### src/rtl/axis_crop_pkg.sv
// ============================================================================
// Module   : axis_crop_pkg
// Brief    : Shared state encoding and constants for the axis_crop block.
// Revision : 1.0
// ============================================================================
`default_nettype none

package axis_crop_pkg;

    localparam logic [0:0] ST_WAIT_SOF = 1'b0;
    localparam logic [0:0] ST_ACTIVE   = 1'b1;

    typedef enum logic [0:0] {
        S_WAIT_SOF = ST_WAIT_SOF,
        S_ACTIVE   = ST_ACTIVE
    } crop_state_t;

    localparam int ERRCNT_W = 16;

endpackage

`default_nettype wire

### src/rtl/axis_crop_oreg.sv
// ============================================================================
// Module   : axis_crop_oreg
// Brief    : Single-entry registered AXI-Stream output stage with pass-through
//            ready (upstream ready when empty or draining this cycle).
// Revision : 1.0
// ============================================================================
`default_nettype none

module axis_crop_oreg #(
    parameter int DATA_W = 8
) (
    input  logic              clk,
    input  logic              rst,
    input  logic              i_load,
    input  logic [DATA_W-1:0] i_data,
    input  logic              i_user,
    input  logic              i_last,
    output logic              o_s_tready,
    output logic              o_m_tvalid,
    output logic [DATA_W-1:0] o_m_tdata,
    output logic              o_m_tuser,
    output logic              o_m_tlast,
    input  logic              i_m_tready
);

    logic              r_valid;
    logic [DATA_W-1:0] r_data;
    logic              r_user;
    logic              r_last;

    assign o_s_tready = ~r_valid | i_m_tready;

    // i_load is only asserted by the parent when o_s_tready is high.
    always_ff @(posedge clk or posedge rst) begin
        if (rst) begin
            r_valid <= 1'b0;
            r_data  <= '0;
            r_user  <= 1'b0;
            r_last  <= 1'b0;
        end else if (i_load) begin
            r_valid <= 1'b1;
            r_data  <= i_data;
            r_user  <= i_user;
            r_last  <= i_last;
        end else if (i_m_tready) begin
            r_valid <= 1'b0;
        end
    end

    assign o_m_tvalid = r_valid;
    assign o_m_tdata  = r_data;
    assign o_m_tuser  = r_user;
    assign o_m_tlast  = r_last;

endmodule

`default_nettype wire

### src/rtl/axis_crop.sv
// ============================================================================
// Module   : axis_crop
// Brief    : AXI-Stream raster window extractor; regenerates tuser/tlast for
//            the cropped image. Define AXIS_CROP_ERRCNT_EN to count short lines.
// Revision : 1.0
// ============================================================================
`default_nettype none

module axis_crop
    import axis_crop_pkg::*;
#(
    parameter int C_PIXEL_WIDTH = 8,
    parameter int C_IMG_WBITS   = 12,
    parameter int C_IMG_HBITS   = 12
) (
    input  logic                     clk,
    input  logic                     reset,
    input  logic [C_IMG_WBITS-1:0]   win_left,
    input  logic [C_IMG_HBITS-1:0]   win_top,
    input  logic [C_IMG_WBITS-1:0]   win_width,
    input  logic [C_IMG_HBITS-1:0]   win_height,
    input  logic                     s_axis_tvalid,
    input  logic [C_PIXEL_WIDTH-1:0] s_axis_tdata,
    input  logic                     s_axis_tuser,
    input  logic                     s_axis_tlast,
    output logic                     s_axis_tready,
    output logic                     m_axis_tvalid,
    output logic [C_PIXEL_WIDTH-1:0] m_axis_tdata,
    output logic                     m_axis_tuser,
    output logic                     m_axis_tlast,
    input  logic                     m_axis_tready,
    output logic [ERRCNT_W-1:0]      err_short_lines
);

    localparam logic [C_IMG_WBITS-1:0] c_x_inc  = {{(C_IMG_WBITS-1){1'b0}}, 1'b1};
    localparam logic [C_IMG_HBITS-1:0] c_y_inc  = {{(C_IMG_HBITS-1){1'b0}}, 1'b1};
    localparam logic [C_IMG_WBITS:0]   c_xw_inc = {{C_IMG_WBITS{1'b0}}, 1'b1};

    crop_state_t              r_state;
    logic [C_IMG_WBITS-1:0]   r_x;
    logic [C_IMG_HBITS-1:0]   r_y;
    logic [C_IMG_WBITS-1:0]   r_left;
    logic [C_IMG_WBITS-1:0]   r_width;
    logic [C_IMG_HBITS-1:0]   r_top;
    logic [C_IMG_HBITS-1:0]   r_height;
    logic                     r_sent_sof;

    logic                     w_accept;
    logic                     w_sof;
    logic                     w_active;
    logic [C_IMG_WBITS-1:0]   w_x;
    logic [C_IMG_HBITS-1:0]   w_y;
    logic [C_IMG_WBITS-1:0]   w_left;
    logic [C_IMG_WBITS-1:0]   w_width;
    logic [C_IMG_HBITS-1:0]   w_top;
    logic [C_IMG_HBITS-1:0]   w_height;
    logic                     w_sent;
    logic [C_IMG_WBITS:0]     w_xend;
    logic [C_IMG_HBITS:0]     w_yend;
    logic                     w_inwin;
    logic                     w_keep;
    logic                     w_last_col;

    assign w_accept = s_axis_tvalid & s_axis_tready;
    assign w_sof    = w_accept & s_axis_tuser;
    assign w_active = w_sof | (r_state == S_ACTIVE);

    // A tuser beat is processed as pixel (0,0) against the freshly sampled window.
    assign w_x      = w_sof ? '0           : r_x;
    assign w_y      = w_sof ? '0           : r_y;
    assign w_left   = w_sof ? win_left     : r_left;
    assign w_width  = w_sof ? win_width    : r_width;
    assign w_top    = w_sof ? win_top      : r_top;
    assign w_height = w_sof ? win_height   : r_height;
    assign w_sent   = w_sof ? 1'b0         : r_sent_sof;

    assign w_xend = {1'b0, w_left} + {1'b0, w_width};
    assign w_yend = {1'b0, w_top}  + {1'b0, w_height};

    assign w_inwin = ({1'b0, w_x} >= {1'b0, w_left}) && ({1'b0, w_x} < w_xend) &&
                     ({1'b0, w_y} >= {1'b0, w_top})  && ({1'b0, w_y} < w_yend);

    assign w_keep     = w_accept & w_active & w_inwin;
    assign w_last_col = (({1'b0, w_x} + c_xw_inc) == w_xend);

    always_ff @(posedge clk or posedge reset) begin
        if (reset) begin
            r_state    <= S_WAIT_SOF;
            r_x        <= '0;
            r_y        <= '0;
            r_left     <= '0;
            r_width    <= '0;
            r_top      <= '0;
            r_height   <= '0;
            r_sent_sof <= 1'b0;
        end else begin
            if (w_sof) begin
                r_state  <= S_ACTIVE;
                r_left   <= win_left;
                r_width  <= win_width;
                r_top    <= win_top;
                r_height <= win_height;
            end
            if (w_accept && w_active) begin
                r_sent_sof <= w_sent | w_keep;
                if (s_axis_tlast) begin
                    r_x <= '0;
                    r_y <= (&w_y) ? w_y : w_y + c_y_inc;
                end else begin
                    r_x <= (&w_x) ? w_x : w_x + c_x_inc;
                    r_y <= w_y;
                end
            end
        end
    end

`ifdef AXIS_CROP_ERRCNT_EN
    logic                w_short;
    logic [ERRCNT_W-1:0] r_err;

    // Kept beat closing its row before the window's right edge.
    assign w_short = w_keep & s_axis_tlast & ~w_last_col;

    always_ff @(posedge clk or posedge reset) begin
        if (reset) begin
            r_err <= '0;
        end else if (w_short && !(&r_err)) begin
            r_err <= r_err + {{(ERRCNT_W-1){1'b0}}, 1'b1};
        end
    end

    assign err_short_lines = r_err;
`else
    assign err_short_lines = '0;
`endif

    axis_crop_oreg #(
        .DATA_W (C_PIXEL_WIDTH)
    ) u_oreg (
        .clk        (clk),
        .rst        (reset),
        .i_load     (w_keep),
        .i_data     (s_axis_tdata),
        .i_user     (~w_sent),
        .i_last     (w_last_col | s_axis_tlast),
        .o_s_tready (s_axis_tready),
        .o_m_tvalid (m_axis_tvalid),
        .o_m_tdata  (m_axis_tdata),
        .o_m_tuser  (m_axis_tuser),
        .o_m_tlast  (m_axis_tlast),
        .i_m_tready (m_axis_tready)
    );

endmodule

`default_nettype wire

### config.mk
export PLATFORM = sky130hd
export DESIGN_NAME = axis_crop
export DESIGN_NICKNAME = d
export VERILOG_FILES = /design/src/rtl/axis_crop_pkg.sv /design/src/rtl/axis_crop_oreg.sv /design/src/rtl/axis_crop.sv
export SDC_FILE = /design/constraint.sdc
export NUM_CORES = 1
export LEC_CHECK = 0
export BUFFER_PORTS_ARGS = -buffer_cell sky130_fd_sc_hd__buf_2
export CAP_MARGIN = 20
export CORE_MARGIN = 5
export CORE_UTILIZATION = 45
export CTS_BUF_LIST = sky130_fd_sc_hd__clkbuf_8
export CTS_CLUSTER_SIZE = 10
export DETAILED_ROUTE_END_ITERATION = 8
export GPL_ROUTABILITY_DRIVEN = 0
export GPL_TIMING_DRIVEN = 1
export PLACE_DENSITY = 0.69
export SLEW_MARGIN = 40
export SYNTH_ARGS = -nofsm -noshare
export SYNTH_HDL_FRONTEND = slang
export SYNTH_SLANG_ARGS = --single-unit
### constraint.sdc
create_clock -name clk -period 10.1 [get_ports clk]
set_input_delay 0.505 -clock clk [delete_from_list [all_inputs] [get_ports clk]]
set_output_delay 0.505 -clock clk [all_outputs]
set_load 0.01 [all_outputs]
==> results of run 1 <==
==> state kept, by name, summed over array words and instances (netlist names), named ones only <==
register,flops
r_width,12
r_height,12
r_left,11
r_top,12
r_x,12
u_oreg.o_m_tuser,1
u_oreg.o_m_tlast,1
u_oreg.o_m_tvalid,1
r_state,1
r_y,12
r_sent_sof,1
u_oreg.o_m_tdata,8
==> cell usage in the layout, fill, tap and decap left out, types with 14 or more instances in the layout <==
| master | synthesis | final |
|---|---|---|
| o21ai_0 | 33 | 33 |
| inv_1 | 40 | 40 |
| conb_1 | 1 | 16 |
| xor2_1 | 14 | 14 |
| and2_1 | 17 | 17 |
| ha_1 | 72 | 72 |
| nor2_1 | 42 | 42 |
| xnor2_1 | 27 | 27 |
| a21oi_1 | 32 | 32 |
| nand2_1 | 134 | 134 |
| mux2i_1 | 17 | 17 |
| dfrtp_1 | 85 | 85 |
| nand3_1 | 16 | 16 |
| buf_2 | 4 | 73 |
==> layout make-up <==
class                           count  area (um^2)  share of cell area, %
Sequential cell                    85         2127                  29.66
Tap cell                          184        230.2                  3.211
Inverter                           41        157.7                  2.199
Timing Repair Buffer               77        399.1                  5.566
Clock buffer                        9        123.9                  1.727
Multi-Input combinational cell    580         4043                  56.38
Clock inverter                      7        90.09                  1.256
==> through the flow <==
step                util [%]  setup WS, ns
finish                 49.90         4.162
global route           49.90         3.747
CTS                    49.90         4.152
detailed placement     48.42         3.915
global placement       48.39         4.214
floorplan                  -         4.630
==> power by group <==
group	total [W]	internal (W)	switching (W)	leakage, nW
combinational	0.000394	0.000170	0.000224	2.59
sequential	0.000386	0.000372	0.0000143	1.09
clock	0.000270	0.000138	0.000131	0.111
==> layer usage <==
layer  routed length [um]  GRT usage (%)
met1                 6796          24.87
met2                 6856          30.21
met3                  999          4.175
met4                  220          3.973
met5                    0              0
==> worst max-delay path: stages, from the launching register on <==
cell and delay [ns]:
dfrtp_1 0.34, nor2b_2 0.41, inv_4 0.11, nand2_2 0.56
mux2i_1 0.46, inv_1 0.10, ha_1 0.32, a211oi_2 0.28
o21bai_1 0.14, a21oi_2 0.29, o311ai_2 0.19, o21a_1 0.22
o21a_1 0.18, o21ai_0 0.13, nor2b_1 0.20, xnor2_1 0.09
ha_1 0.28, o21a_1 0.11, o21ai_0 0.06, nor3_1 0.26
a311o_1 0.69, mux2_1 0.38
==> worst max-delay path by stage <==
stage                            from                  end  slack, ns  depth (start not counted)
floorplan               m_axis_tready  u_oreg.o_m_tdata[0]       4.63                         27
global placement        m_axis_tready     u_oreg.o_m_tlast       4.21                         22
detailed placement      m_axis_tready     u_oreg.o_m_tuser       3.92                         22
CTS                 u_oreg.o_m_tvalid     u_oreg.o_m_tlast       4.15                         21
global route        u_oreg.o_m_tvalid     u_oreg.o_m_tuser       3.75                         21
finish              u_oreg.o_m_tvalid     u_oreg.o_m_tlast       4.16                         21
==> cells by family after synthesis <==
family	count (synthesis)	synth area share [%]
flip-flops	85	32.69
AO/OA/AOI/OAI	145	15.06
XOR/XNOR	44	6.576
multiplexers	30	5.364
buffers and inverters	82	6.056
adder cells (fa/ha/maj)	74	14.46
AND/OR/NAND/NOR	271	19.75
other	1	0.05763
==> results.txt, run 1 <==
minimum clock period: 5.938 ns
post-placement cell count: 967
CP Data Required Time: 10.37 ns
clock buffer depth: 2
cell taking the most area after synthesis: dfrtp_1
Final Cell Area: 0.007171 mm^2
CP endpoint kind: register
WL per Instance: 15.13 um
Synth area leaders: dfrtp_1, ha_1, nand2_1, xnor2_1, mux2i_1
power density over the cells: 146.4 mW/mm^2
Worst VDD drop: 0.08142 mV
Setup Fix Bufs, Post-CTS: 0
clock-pin slew on the worst setup and hold paths: 0.09 ns
Reg2Reg Launch Point: u_oreg.o_m_tvalid
GR Util All Layers: 18.37%
most common cell in the synthesized netlist: nand2_1
fin. max-slew vios: 0
number of inserted diodes: 0
HPWL Detailed: 11190 um
CORE AREA: 0.01437 mm^2
Routed WL: 14870 um
post-synth cell types: 78
Post-synth ARST share: 100.0%
Synth Register Bits: 85
vias per cell: 5.358
I/O Pins: 90
CTS tree: built
Layout Area Growth over Synthesis: 10.19%
Ys Warns: 0
WS Path Type: register to register
setup_tns: 0 ns
Fmax achieved: 0.1684 GHz
cts bufs inserted: 9
Final Cycle Share: 58.80%
port bufs: 73
Layout Cells excl Fill: 983
Die Width: 130.3 um
share of layout cells above drive strength 1: 14.77%
vias in the first global route: 5203
Arrival @ worst endpoint: 6.20 ns
antenna-violating nets left: 0
# resized after CTS: 0
DR DRC count: 0
crit path max fanout: 37
RR Endpoint: u_oreg.o_m_tlast
max cap viols: 0
initial core utilization: 45.29%
cells after synthesis: 732
Seq/Total Area, Yosys: 32.69%
clock root buffer: clkbuf_8
worst hold slack: 0.05818 ns
Worst Hold Class: primary input to asynchronous set/reset pin
Leak Pwr: 3.795 nW
unrepaired setup endpoints after global routing: no
Hold Fails Final Rpt: 0
gr ovfl total: 0
initial antenna violation count: 0
number of enable flip-flop cells after synthesis: 0
max_slew headroom: 45.82%
outcome: completed
Commonest cells post-synth: nand2_1, dfrtp_1, ha_1
syn_area_per_cell: 8.890 um^2
first-pass GRT wire length: 24850 um
startpoint types: register
Hold Buf Count CTS: 0
Die Ht: 130.3 um
r2r worst-path depth: 21
Rows: 44
Top FF cell, synth: dfrtp_1
Post-DP Area: 0.006957 mm^2
Total Power: 0.001050 W
drt initial violations: 338
# clock sinks: 85
Die ar.: 0.01697 mm^2
H-tree Lvls: 3
Worst-Skew Late Latency: 0.38 ns
fillcell total: 1387
via count: 5267
Final nets: 930
endpoints failing setup: 0
DR pass1 iterations: 8
Synth top area share: 32.69%
Worst R2R Setup Slack: 4.16 ns
largest net degree at the start of global routing: 68
Clock Skews: 0.008659 ns
Slew @ Worst Pin: 0.8127 ns
Mapped Area: 0.006507 mm^2
Power figures use the tool's default switching activity.
==> inputs of run 2 (changes only) <==
Settings changed: PLACE_DENSITY 0.69 to 0.71.
Clock period 10.1 ns to 4.8 ns, I/O delays scaled along.
==> run 2 against run 1 <==
  * Setup slack worse by 4.0 ns
  * Final area is 5.5% higher
  * Critical path depth is 1 higher
  * Non-clock buffer count is 35 higher
  * Cell count is 3.7% higher
  * Sequential cell count stayed put
  * Sequential share of layout area is 1.5 points lower
  * Sequential power is 110% higher
  * Worst hold slack better by 0.018 ns
  * Clock power is 97% higher
  * Critical endpoint is now u_oreg.o_m_tuser
  * Largest power group unchanged
  * Highest routed layer unchanged
==> results.txt, run 2 (synthesis gave the netlist of run 1 again) <==
outcome: completed
switching portion of total power: 35.21%
Rows: 44
Fmax achieved: 0.2173 GHz
Worst R2R Setup Slack: 0.20 ns
cts bufs inserted: 9
Routed WL: 15460 um
CP top delay family: compound AO/OA/AOI/OAI gates
Worst VDD drop: 0.2255 mV
crit path max fanout: 12
commonest non-fill, non-tap cell in the layout: nand2_1
WL per Instance: 15.18 um
vias in the first global route: 5137
startpoint types: register
crit-path max cell delay: 0.36 ns
Leak Pwr: 3.976 nW
gr ovfl total: 0
most frequent cells in the layout: nand2_1, dfrtp_1, buf_2
antenna-violating nets left: 0
number of inserted diodes: 0
fillcell total: 1338
HPWL Detailed: 11510 um
H-tree Lvls: 3
clock root buffer: clkbuf_8
WHS Path Cells: 3
port bufs: 73
Worst-Skew Late Latency: 0.38 ns
Hold Fails Final Rpt: 0
clock group share of total power: 23.5%
Layout Cells excl Fill: 1019
RR Endpoint: u_oreg.o_m_tuser
met3 Track Usage GR: 3.643%
WS Path Type: register to register
clock buffer depth: 2
initial antenna violation count: 0
Die ar.: 0.01697 mm^2
power density over the cells: 298.8 mW/mm^2
Gate power share: 40.6%
crit path from: u_oreg.o_m_tvalid
CP Buf/Inv Count: 4
CTS tree: built
Total Power: 0.002260 W
endpoints failing setup: 0
GR Util All Layers: 18.22%
minimum clock period: 4.603 ns
Arrival @ worst endpoint: 4.86 ns
clock-pin slew on the worst setup and hold paths: 0.09 ns
DR DRC count: 0
Layout Area Growth over Synthesis: 16.21%
via count: 5412
end of the worst hold path: r_width[11]
max cap viols: 0
drt initial violations: 330
grt peak-use layer: met2
routing usage on met2: 28.85%
CP Data Required Time: 5.06 ns
# clock sinks: 85
Crit path top cell by count: a21oi_2
Die Width: 130.3 um
CORE AREA: 0.01437 mm^2
Die Ht: 130.3 um
fin. max-slew vios: 0
I/O Pins: 90
Clock Skews: 0.007001 ns
share of layout cells above drive strength 1: 20.24%
Pint: 0.001464 W
post-placement cell count: 987
DR pass1 iterations: 5
first-pass GRT wire length: 24800 um
final core occ: 52.63%
vias per cell: 5.311
share of power burned in registers: 35.9%
Reg2Reg Launch Point: u_oreg.o_m_tvalid
Crit-path slowest cell: a311o_1
Final Cycle Share: 95.89%
largest net degree at the start of global routing: 52
CP Cell Sequence: nor2b_4 > inv_8 > nand2_8 > buf_6 > mux2i_2 > inv_1 > ha_4 > a21oi_2 > o21bai_1 > a21oi_2 > nor2b_1 > o2111ai_1 > nand3_1 > o41ai_2 > xor2_1 > ha_1 > or3_1 > a221oi_2 > o21ai_1 > a311o_1 > buf_12 > mux2_1
worst hold start: win_width[11]
Worst Hold Class: primary input to register
r2r worst-path depth: 22
Sw Pwr: 0.0007958 W
CP endpoint kind: register
initial core utilization: 45.29%
Final nets: 966
worst setup margin: 0.1973 ns
pre-CTS setup slack: -0.06305 ns
global-route met1 utilization: 25.45%
-- run 2: changes by cell type in the layout (fill, tap and decap cells not counted), sizes merged --
cell,change
nand2,+1
buf,+34
clkinvlp,-1
dlygate4sd3,+1
bufinv,-1
clkbuf,+2
-- run 2: metal layers --
metal | vias up | share of wire, %
li1 | 2747 | -
met1 | 2511 | 47
met2 | 130 | 47
met3 | 24 | 5.0
met4 | 0 | 1.4
met5 | - | 0
-- run 2: worst reg2reg max path: stages, from the launching register on --
cell and delay, ns:
dfrtp_1 0.35, nor2b_4 0.26, inv_8 0.07, nand2_8 0.10, buf_6 0.14, mux2i_2 0.24, inv_1 0.12, ha_4 0.27
a21oi_2 0.17, o21bai_1 0.09, a21oi_2 0.15, nor2b_1 0.07, o2111ai_1 0.19, nand3_1 0.16, o41ai_2 0.34, xor2_1 0.11
ha_1 0.20, or3_1 0.34, a221oi_2 0.20, o21ai_1 0.11, a311o_1 0.36, buf_12 0.16, mux2_1 0.31
-- run 2: area by class of cell --
class                           instances  area [um^2]  share of cell area [%]
Timing Repair Buffer                  112        676.9                   8.951
Inverter                               41        166.4                   2.201
Multi-Input combinational cell        581         4159                   55.00
Clock inverter                          5        51.30                  0.6784
Tap cell                              184        230.2                   3.044
Sequential cell                        85         2127                   28.13
Clock buffer                           11        151.4                   2.002
-- run 2: timing repair --
| item | CTS | global route |
|---|---|---|
| gates resized for setup | 3 | 13 |
| hold endpoints to repair | 50 | 0 |
| cloned | 0 | 1 |
| hold buffers | 1 | 0 |
| endpoints found under the setup margin | 10 | 12 |
| pin swaps | 0 | 11 |
| setup buffers | 0 | 14 |
-- run 2: metrics by stage --
stage	instance area, um^2	hold WS, ns	setup TNS [ns]
after floorplan	6640	0.3636	-0.9571
after global placement	7153	0.4517	0
after detailed placement	7157	0.2918	-0.4414
after CTS	7383	0.06917	0
after global routing	7562	0.07043	-0.6681
final	7562	0.07664	0
-- run 2: worst max-delay path by stage --
stage,endpoint,depth (start not counted)
3_5_place_dp,u_oreg.o_m_tlast,22
3_3_place_gp,u_oreg.o_m_tuser,24
5_1_grt,u_oreg.o_m_tlast,22
6_report,u_oreg.o_m_tuser,22
4_1_cts,u_oreg.o_m_tlast,22
2_1_floorplan,u_oreg.o_m_tdata[0],28
-- run 2: power by group through the flow --
| stage | combinational, W | sequential (W) | clock (W) |
|---|---|---|---|
| final | 0.000917 | 0.000812 | 0.000531 |
| after CTS | 0.000868 | 0.000811 | 0.000551 |
| after global routing | 0.00104 | 0.000820 | 0.000578 |
| after floorplan | 0.000660 | 0.000820 | 0 |
| after detailed placement | 0.000853 | 0.000825 | 0 |
| after global placement | 0.000840 | 0.000823 | 0 |
==> inputs of run 3 (changes only) <==
Clock period 4.8 ns to 4 ns, I/O delays scaled along.
==> run 3 against run 2 <==
  * The flow now finishes with violations (setup timing)
  * Final area rose by 11%
  * Clock skew rose by 0.0038 ns
  * Sequential share of layout area fell by 2.9 points
  * Sequential cell count did not move
  * Critical path depth did not move
  * Wire length rose by 8.3%
  * Setup slack got worse by 0.86 ns
  * Total power rose by 41%
  * Critical path type unchanged
==> results.txt, run 3 (synthesis gave the netlist of run 1 again) <==
Layout Area Growth over Synthesis: 29.36%
unrepaired setup endpoints after global routing: yes
Die Width: 130.3 um
largest net degree at the start of global routing: 55
Worst Hold Class: primary input to register
CORE AREA: 0.01437 mm^2
antenna-violating nets left: 0
CP endpoint kind: register
power density over the cells: 378.1 mW/mm^2
Hold Fails Final Rpt: 0
Final Cycle Share: 116.6%
Clock Skews: 0.01078 ns
Arrival @ worst endpoint: 4.94 ns
worst hold start: win_height[6]
vias in the first global route: 5793
GR Util All Layers: 20.06%
CP top delay family: compound AO/OA/AOI/OAI gates
share of layout cells above drive strength 1: 30.07%
failing checks: setup timing
H-tree Lvls: 3
Leak Pwr: 4.448 nW
Rows: 44
commonest non-fill, non-tap cell in the layout: nand2_1
first-pass GRT wire length: 27080 um
Fmax achieved: 0.2145 GHz
vias per cell: 5.307
most frequent cells in the layout: nand2_1, buf_4, dfrtp_1
startpoint types: register
Post-DP Area: 0.007802 mm^2
HPWL Detailed: 12520 um
CP Buf/Inv Count: 3
CTS tree: built
clock-pin slew on the worst setup and hold paths: 0.09 ns
Die Ht: 130.3 um
Crit-path slowest cell: a311o_2
worst setup margin: -0.6620 ns
Reg2Reg Launch Point: u_oreg.o_m_tvalid
crit-path max cell delay: 0.45 ns
clock root buffer: clkbuf_8
outcome: finished with violations
crit path from: u_oreg.o_m_tvalid
Die ar.: 0.01697 mm^2
gr ovfl total: 0
crit path max fanout: 6
CP Cell Sequence: nor2b_4 > inv_8 > nand2_8 > mux2i_4 > inv_2 > ha_4 > a21o_1 > a21oi_2 > o21bai_1 > a21oi_2 > nor2b_1 > o2111ai_1 > nand3_2 > o41ai_4 > xor2_1 > ha_2 > or3_4 > a221oi_2 > o21ai_1 > a311o_2 > clkbuf_16 > mux2_4
Final Cell Area: 0.008418 mm^2
Worst VDD drop: 0.2883 mV
endpoints failing setup: 12
worst hold slack: 0.02395 ns
Crit path top cell by count: a21oi_2
max cap viols: 0
CP Data Required Time: 4.27 ns
DR pass1 iterations: 5
# clock sinks: 85
Worst-Skew Late Latency: 0.39 ns
initial antenna violation count: 0
initial core utilization: 45.29%
fin. max-slew vios: 0
number of inserted diodes: 0
cts bufs inserted: 9
DR DRC count: 0
drt initial violations: 317
I/O Pins: 90
Routed WL: 16750 um
fillcell total: 1260
WL per Instance: 15.20 um
clock buffer depth: 2
minimum clock period: 4.662 ns
Final nets: 1049
via count: 5848
port bufs: 73
WS Path Type: register to register
-- run 3: cell count changes in the layout (fill, tap and decap cells not counted), moves of 3 or more --
cell       change
nand2_1        -7
buf_4         +78
buf_6          +3
nand2_4        +4
bufinv_16      +3
inv_1          -3
nand2_2        +3
-- run 3: per-layer routing --
| layer | vias to the layer above | track usage (%) | part of all wire [%] |
|---|---|---|---|
| li1 | 2908 | - | - |
| met1 | 2728 | 26.07 | 44 |
| met2 | 183 | 33.22 | 47 |
| met3 | 29 | 4.789 | 6.3 |
| met4 | 0 | 6.051 | 2.1 |
| met5 | - | 0 | 0 |
-- run 3: cell type report --
| class | instances | area, um^2 | share of cell area, % |
|---|---|---|---|
| Sequential cell | 85 | 2127 | 25.27 |
| Clock inverter | 7 | 137.6 | 1.635 |
| Clock buffer | 9 | 123.9 | 1.471 |
| Timing Repair Buffer | 195 | 1341 | 15.93 |
| Inverter | 41 | 166.4 | 1.977 |
| Multi-Input combinational cell | 581 | 4292 | 50.98 |
| Tap cell | 184 | 230.2 | 2.735 |
-- run 3: final timing paths --
path                                       end  slack (ns)  depth (start not counted)
max reg2reg                u_oreg.o_m_tdata[7]       -0.66                         22
min reg2reg                        r_height[6]        0.48                          2
max in group asynchronous           r_width[4]        2.80                          4
min in group asynchronous              r_x[10]        0.39                          3
min                                r_height[6]        0.02                          3
max                        u_oreg.o_m_tdata[7]       -0.66                         22
-- run 3: worst min-delay path, cell delays in order --
cell	delay (ns)
buf_2	0.07
nand2_1	0.04
nand2_1	0.07
-- run 3: stage by stage --
stage	total power [W]	utilization, %	setup TNS [ns]	setup slack, ns	instances
2_1_floorplan	0.001776	-	-10.18	-0.9196	747
3_3_place_gp	0.002242	54.28	-7.495	-0.6796	1073
3_5_place_dp	0.002271	54.30	-8.952	-0.8096	1073
4_1_cts	0.003151	57.33	-6.377	-0.5806	1097
5_1_grt	0.003403	58.59	-10.31	-0.9058	1102
6_report	0.003182	58.59	-7.300	-0.6620	1102
-- run 3: repair_timing --
action,CTS,global route
endpoints found under the setup margin,12,12
endpoints found under the hold margin,53,0
pin swaps,8,2
hold buffers,1,0
resized for setup,19,31
gates cloned,1,1
buffers inserted,6,4
-- run 3: where the power goes --
group	switching (W)	leakage [nW]	total, W	internal, W
registers	0.0000367	1.09	0.000976	0.000940
logic	0.000675	3.22	0.00138	0.000710
clock network	0.000344	0.135	0.000821	0.000477
total	0.00106	4.45	0.00318	0.00213
